`src/rtl/dmem_access_ctrl.sv`:
```
// Memory-stage data-memory access controller: alignment checks, lane steering, load formatting and wait-state handshake.
// Optional LL/SC link tracking is enabled by defining DMEM_LLSC_EN.
module dmem_access_ctrl #(
  parameter int ADDR_W = 30
) (
  input  logic              clock,
  input  logic              reset,
  input  logic              M_MemRead,
  input  logic              M_MemWrite,
  input  logic              M_MemByte,
  input  logic              M_MemHalf,
  input  logic              M_MemSignExtend,
  input  logic              M_ReverseEndian,
  input  logic              M_LLSC,
  input  logic              M_Kill,
  input  logic              M_StallExt,
  input  logic [31:0]       M_ALU_Result,
  input  logic [31:0]       M_ReadData2,
  input  logic              DataMem_Ready,
  input  logic [31:0]       DataMem_In,
  output logic [ADDR_W-1:0] DataMem_Address,
  output logic              DataMem_Read,
  output logic [3:0]        DataMem_Write,
  output logic [31:0]       DataMem_Out,
  output logic [31:0]       M_ReadData,
  output logic              M_Stall,
  output logic              EXC_AdEL,
  output logic              EXC_AdES
);

  typedef enum logic [1:0] {IDLE, BUSY, HOLD} state_e;

  state_e            state_q, state_d;
  logic [31:0]       capture_q, capture_d;
  logic [ADDR_W-1:0] busyAddr_q, busyAddr_d;
  logic              busyRead_q, busyRead_d;
  logic [3:0]        busyWe_q, busyWe_d;
  logic [31:0]       busyData_q, busyData_d;
  logic              killed_q, killed_d;
`ifdef DMEM_LLSC_EN
  logic              linkValid_q, linkValid_d;
  logic [29:0]       linkAddr_q, linkAddr_d;
`endif

  logic              isByte, isHalf, isWord, misaligned, anyOp, scOk, validOp;
  logic              complete, killedNow, goodComplete;
  logic [1:0]        off;
  logic [3:0]        weComb;
  logic [31:0]       wdataComb, shifted, loadFmt, result;
  logic [15:0]       halfSel;
  logic [ADDR_W-1:0] wordAddr;

  always_comb begin
    isByte     = M_MemByte;
    isHalf     = ~M_MemByte & M_MemHalf;
    isWord     = ~M_MemByte & ~M_MemHalf;
    off        = M_ALU_Result[1:0] ^ {2{M_ReverseEndian}};
    misaligned = (isHalf & M_ALU_Result[0]) | (isWord & (M_ALU_Result[1:0] != 2'b00));
    anyOp      = M_MemRead | M_MemWrite;
    wordAddr   = M_ALU_Result[ADDR_W+1:2];
`ifdef DMEM_LLSC_EN
    scOk       = linkValid_q & (linkAddr_q == M_ALU_Result[31:2]);
`else
    scOk       = 1'b1;
`endif
    // A failing SC is treated like no access at all: no request, no stall.
    validOp    = anyOp & ~misaligned & ~M_Kill & ~(M_MemWrite & M_LLSC & ~scOk);

    if (isByte) begin
      weComb    = 4'b0001 << ~off;
      wdataComb = {4{M_ReadData2[7:0]}};
    end else if (isHalf) begin
      weComb    = off[1] ? 4'b0011 : 4'b1100;
      wdataComb = {2{M_ReadData2[15:0]}};
    end else begin
      weComb    = 4'b1111;
      wdataComb = M_ReadData2;
    end

    shifted = DataMem_In >> {~off, 3'b000};
    halfSel = off[1] ? DataMem_In[15:0] : DataMem_In[31:16];
    if (isByte)
      loadFmt = {{24{M_MemSignExtend & shifted[7]}}, shifted[7:0]};
    else if (isHalf)
      loadFmt = {{16{M_MemSignExtend & halfSel[15]}}, halfSel};
    else
      loadFmt = DataMem_In;

    result = (M_MemWrite & M_LLSC) ? {31'b0, scOk} : loadFmt;
  end

  always_comb begin
    state_d      = state_q;
    capture_d    = capture_q;
    busyAddr_d   = busyAddr_q;
    busyRead_d   = busyRead_q;
    busyWe_d     = busyWe_q;
    busyData_d   = busyData_q;
    killed_d     = killed_q;
    complete     = 1'b0;
    killedNow    = 1'b0;
    case (state_q)
      IDLE: begin
        if (validOp) begin
          busyAddr_d = wordAddr;
          busyRead_d = M_MemRead;
          busyWe_d   = M_MemWrite ? weComb : 4'b0000;
          busyData_d = wdataComb;
          killed_d   = 1'b0;
          if (DataMem_Ready) begin
            complete  = 1'b1;
            capture_d = result;
            state_d   = M_StallExt ? HOLD : IDLE;
          end else begin
            state_d   = BUSY;
          end
        end
      end
      BUSY: begin
        // The memory cannot abort, so a late kill only discards the result.
        killedNow = killed_q | M_Kill;
        killed_d  = killedNow;
        if (DataMem_Ready) begin
          complete = 1'b1;
          if (killedNow) begin
            state_d = IDLE;
          end else begin
            capture_d = result;
            state_d   = M_StallExt ? HOLD : IDLE;
          end
        end
      end
      HOLD: begin
        if (!M_StallExt) state_d = IDLE;
      end
      default: state_d = IDLE;
    endcase
    goodComplete = complete & ~killedNow;
  end

`ifdef DMEM_LLSC_EN
  always_comb begin
    linkValid_d = linkValid_q;
    linkAddr_d  = linkAddr_q;
    if (goodComplete) begin
      if (M_MemRead & M_LLSC) begin
        linkValid_d = 1'b1;
        linkAddr_d  = M_ALU_Result[31:2];
      end else if (M_MemWrite & (M_LLSC | (M_ALU_Result[31:2] == linkAddr_q))) begin
        linkValid_d = 1'b0;
      end
    end
  end
`endif

  always_comb begin
    DataMem_Address = '0;
    DataMem_Read    = 1'b0;
    DataMem_Write   = 4'b0000;
    DataMem_Out     = 32'h0;
    M_Stall         = 1'b0;
    M_ReadData      = 32'h0;
    EXC_AdEL        = 1'b0;
    EXC_AdES        = 1'b0;
    if (!reset) begin
      EXC_AdEL = M_MemRead & misaligned;
      EXC_AdES = M_MemWrite & misaligned;
      case (state_q)
        IDLE: begin
          if (validOp) begin
            DataMem_Address = wordAddr;
            DataMem_Read    = M_MemRead;
            DataMem_Write   = M_MemWrite ? weComb : 4'b0000;
            DataMem_Out     = wdataComb;
            M_Stall         = ~DataMem_Ready;
          end
          M_ReadData = result;
        end
        BUSY: begin
          DataMem_Address = busyAddr_q;
          DataMem_Read    = busyRead_q;
          DataMem_Write   = busyWe_q;
          DataMem_Out     = busyData_q;
          M_Stall         = ~DataMem_Ready;
          M_ReadData      = result;
        end
        HOLD:    M_ReadData = capture_q;
        default: M_ReadData = 32'h0;
      endcase
    end
  end

  always_ff @(posedge clock or posedge reset) begin
    if (reset) begin
      state_q     <= IDLE;
      capture_q   <= 32'h0;
      busyAddr_q  <= '0;
      busyRead_q  <= 1'b0;
      busyWe_q    <= 4'b0000;
      busyData_q  <= 32'h0;
      killed_q    <= 1'b0;
`ifdef DMEM_LLSC_EN
      linkValid_q <= 1'b0;
      linkAddr_q  <= 30'h0;
`endif
    end else begin
      state_q     <= state_d;
      capture_q   <= capture_d;
      busyAddr_q  <= busyAddr_d;
      busyRead_q  <= busyRead_d;
      busyWe_q    <= busyWe_d;
      busyData_q  <= busyData_d;
      killed_q    <= killed_d;
`ifdef DMEM_LLSC_EN
      linkValid_q <= linkValid_d;
      linkAddr_q  <= linkAddr_d;
`endif
    end
  end

endmodule

```
`config.mk`:
```
export PLATFORM = sky130hd
export DESIGN_NAME = dmem_access_ctrl
export DESIGN_NICKNAME = d
export VERILOG_FILES = /design/src/rtl/dmem_access_ctrl.sv
export SDC_FILE = /design/constraint.sdc
export NUM_CORES = 1
export LEC_CHECK = 0
export ABC_AREA = 0
export CORE_AREA = 2 2 102 203
export DETAILED_ROUTE_END_ITERATION = 16
export DIE_AREA = 0 0 104 205
export PLACE_DENSITY_LB_ADDON = 0.2
export SLEW_MARGIN = 20
export SYNTH_ARGS = -nofsm -noshare
export SYNTH_HDL_FRONTEND = slang
export SYNTH_SLANG_ARGS = --single-unit
```
`constraint.sdc`:
```
create_clock -name clock -period 18.5 [get_ports clock]
set_clock_uncertainty 0.2 [all_clocks]
set_input_delay 5.55 -clock clock [delete_from_list [all_inputs] [get_ports clock]]
set_output_delay 5.55 -clock clock [all_outputs]
set_load 0.02 [all_outputs]
```
==> results.cfg <==
[outcome]
status = completed

[finish]
drive_gt1_share_pct = 9.960
instances_no_fill = 1257
seqCellArea_mm2 = 0.002552
design_area_mm2 = 0.009263
nNetsFinal = 1097
fin_util_pct = 46.95
num-fill-cells = 1992
areaGrowthSynthToFinish_pct = 36.28
multi_input_area_mm2 = 0.003851

[placement]
dp_hpwl_um = 18440
routabilityCongestion = 0.9414
dp.cells = 1240
post_dp_cell_area_mm2 = 0.008950
dp_slack_ns = 4.177
numPortBuffers = 209

[die]
initial_core_util_pct = 34.45
die_x_um = 104
io_pins = 210
core-area_mm2 = 0.01973
die_h_um = 205
fp.dieArea_mm2 = 0.02132
num_rows = 73

[timing]
slew_headroom_pct = 34.18
finalHoldViolations = 0
setup_ws_ns = 4.203
fin_crit_sh_pct = 77.28
period_minus_slack_ns = 14.30
maxSlewViolCount = 0
rsz0062_at_grt = false
finalSetupTns_ns = 0
worstMarginPinSlew_ns = 0.9837
setup_viol = 0
max_freq_mhz = 69.95

[clocking]
h-tree-depth = 3
cts_tree = built
clock_tree.root_cell = clkbuf_16
hold_buffers = 0
cts_inserted_buffers = 9
cts_resized = 0
clock_sinks = 102
worst_skew_pair.late_latency_ns = 0.34
clockBufferDepth = 2
cts_setup_buffers = 0
clkTransAtPathRegs_ns = 0.07

[logic_synthesis]
synth_compound_area_share_pct = 25.39
synth_top_area_share_pct = 37.56
yosys_register_bits = 102
synth_ff_type = dfrtp_1
muxShareOfSynthArea_pct = 7.437
synth_area_mm2 = 0.006797
synthSimpleGateAreaFrac_pct = 23.14
synthCells = 827
synth_enable_flop_cells = 0
synth_seq_area_share_pct = 37.56
synth_top_family_by_area = compound AO/OA/AOI/OAI gates
synth_most_common_cell = nand2_1
async_flop_share_pct = 100.0
synthAdderAreaFrac_pct = 0
ys_types = 60
synth_area_leader_cell = dfrtp_1
synth_area_leaders = dfrtp_1, nand2_1, a21oi_1
synth_nets = 935
yosysWarnings = 0
synthTopCellsByCount = nand2_1, dfrtp_1, a21oi_1
synth-xor-area-share_pct = 0.3682
synth_area_per_cell_um2 = 8.218

[worst_hold_path]
hold_end = busyWe_q[3]
min_from = busyWe_q[3]
holdCritPathClass = flop to flop
whs_path_depth = 2

[setup_path]
worst_setup_path_end_kind = output pin
critPathRequiredTime_ns = 12.75
reg2reg_slack_ns = 15.53
r2r_end = capture_q[0]
r2r_start = state_q[1]
cp-start-kind = input pin
cp.arrival_ns = 8.55
cp_max_fo = 32
worstSetupPathType = input pin to output pin
reg2reg_depth = 6

[drt]
first_pass_iters = 5
route.vias.total = 6725
vias_per_cell = 5.350
drt-total-wl_um = 25660
drtIter0Drc = 314
ant_nets = 0
avgRoutedWirePerCell_um = 20.41
drc = 0

[power]
vdd_drop_max_mv = 0.03823
p_per_area_mw_per_mm2 = 82.74
p_leak_uw = 0.003846

[global_routing]
grt_antenna_before_repair = 1
overflow = 0
grt_max_degree = 71
groute.usage.overall_pct = 24.17
grt_pass1_wl_um = 39240
first_global_vias = 6652

[flow_run]
drv_cap = 0
## registers in the layout (all words and copies together) (netlist names)
signal and cells:
busyAddr_q 30, state_q 2, busyRead_q 1, killed_q 1
capture_q 32, busyData_q 32, busyWe_q 4
## layout make-up
class | instances | area share (%)
repair buffers | 222 | 23.64
flip-flops and latches | 102 | 27.56
clock inverters | 4 | 0.5808
well taps | 262 | 3.539
clock buffers | 12 | 2.769
inverters | 7 | 0.3107
diodes | 1 | 0.02702
multi-input cells | 647 | 41.58
## power breakdown
part	switching [uW]	leakage, uW	internal [uW]
Combinational	139	0.00242	114
Clock	87.7	0.000145	113
Sequential	31.5	0.00128	281
Total	258	0.00385	508
## layer usage
| layer | routed length, um | share of wire, % | global-route usage (%) |
|---|---|---|---|
| met3 | 1016 | 4.0 | 2.864 |
| met4 | 1513 | 5.9 | 14.72 |
| met2 | 14080 | 55 | 45.04 |
| met5 | 0 | 0 | 0 |
| met1 | 9050 | 35 | 25.76 |
## worst max-delay path, cell delays in order
cell and delay, ns:
clkdlybuf4s50_1 0.39, buf_4 0.23, xnor2_2 0.54, o21ai_1 0.19, a2111oi_4 0.43, a21oi_4 0.04
buf_4 0.29, o21ai_0 0.23, clkdlybuf4s50_1 0.63
## layout by cell type, fill, tap and decap left out, types with 4 or more instances in the layout
master           instances
and3_1                   9
clkdlybuf4s50_1        209
nor2_1                   8
o211ai_1                26
o2bb2ai_1               12
dfrtp_1                102
and2_1                   6
buf_4                   13
a22o_1                   7
o21ai_2                 15
mux4_2                   5
inv_1                    6
o2bb2ai_2               16
nand2_1                311
a211o_1                  7
nand2b_1                 4
a32o_1                   7
a21oi_1                 74
clkbuf_16                9
nand3_1                 14
o21ai_0                 21
mux2_2                  15
mux2i_1                 21
a311o_1                  4
a211oi_1                 9
## worst max path at each step
stage,slack [ns],end,from,cells past startpoint
3_5_place_dp,4.18,DataMem_Out[26],M_MemHalf,9
4_1_cts,4.17,DataMem_Out[26],M_MemHalf,9
6_report,4.20,M_ReadData[16],M_ALU_Result[1],9
5_1_grt,4.02,DataMem_Out[26],M_MemHalf,9
2_1_floorplan,4.54,EXC_AdEL,reset,2
3_3_place_gp,4.20,DataMem_Out[26],M_MemHalf,9
## per-stage QoR
stage          hold WS [ns]  total power, uW
3_5_place_dp         0.2557            572.1
5_1_grt              0.2953            813.8
3_3_place_gp         0.2512            568.3
4_1_cts              0.2719            776.4
6_report             0.2706            766.4
2_1_floorplan        0.2386            473.4
## logic make-up after synthesis
family / count (synthesis)
muxes: 42
DFF: 102
AOI/OAI and AO/OA: 224
buffers and inverters: 78
xor gates and xnor gates: 2
and+or+nand+nor: 379
Note: power is estimated with default switching activity, not from simulation.
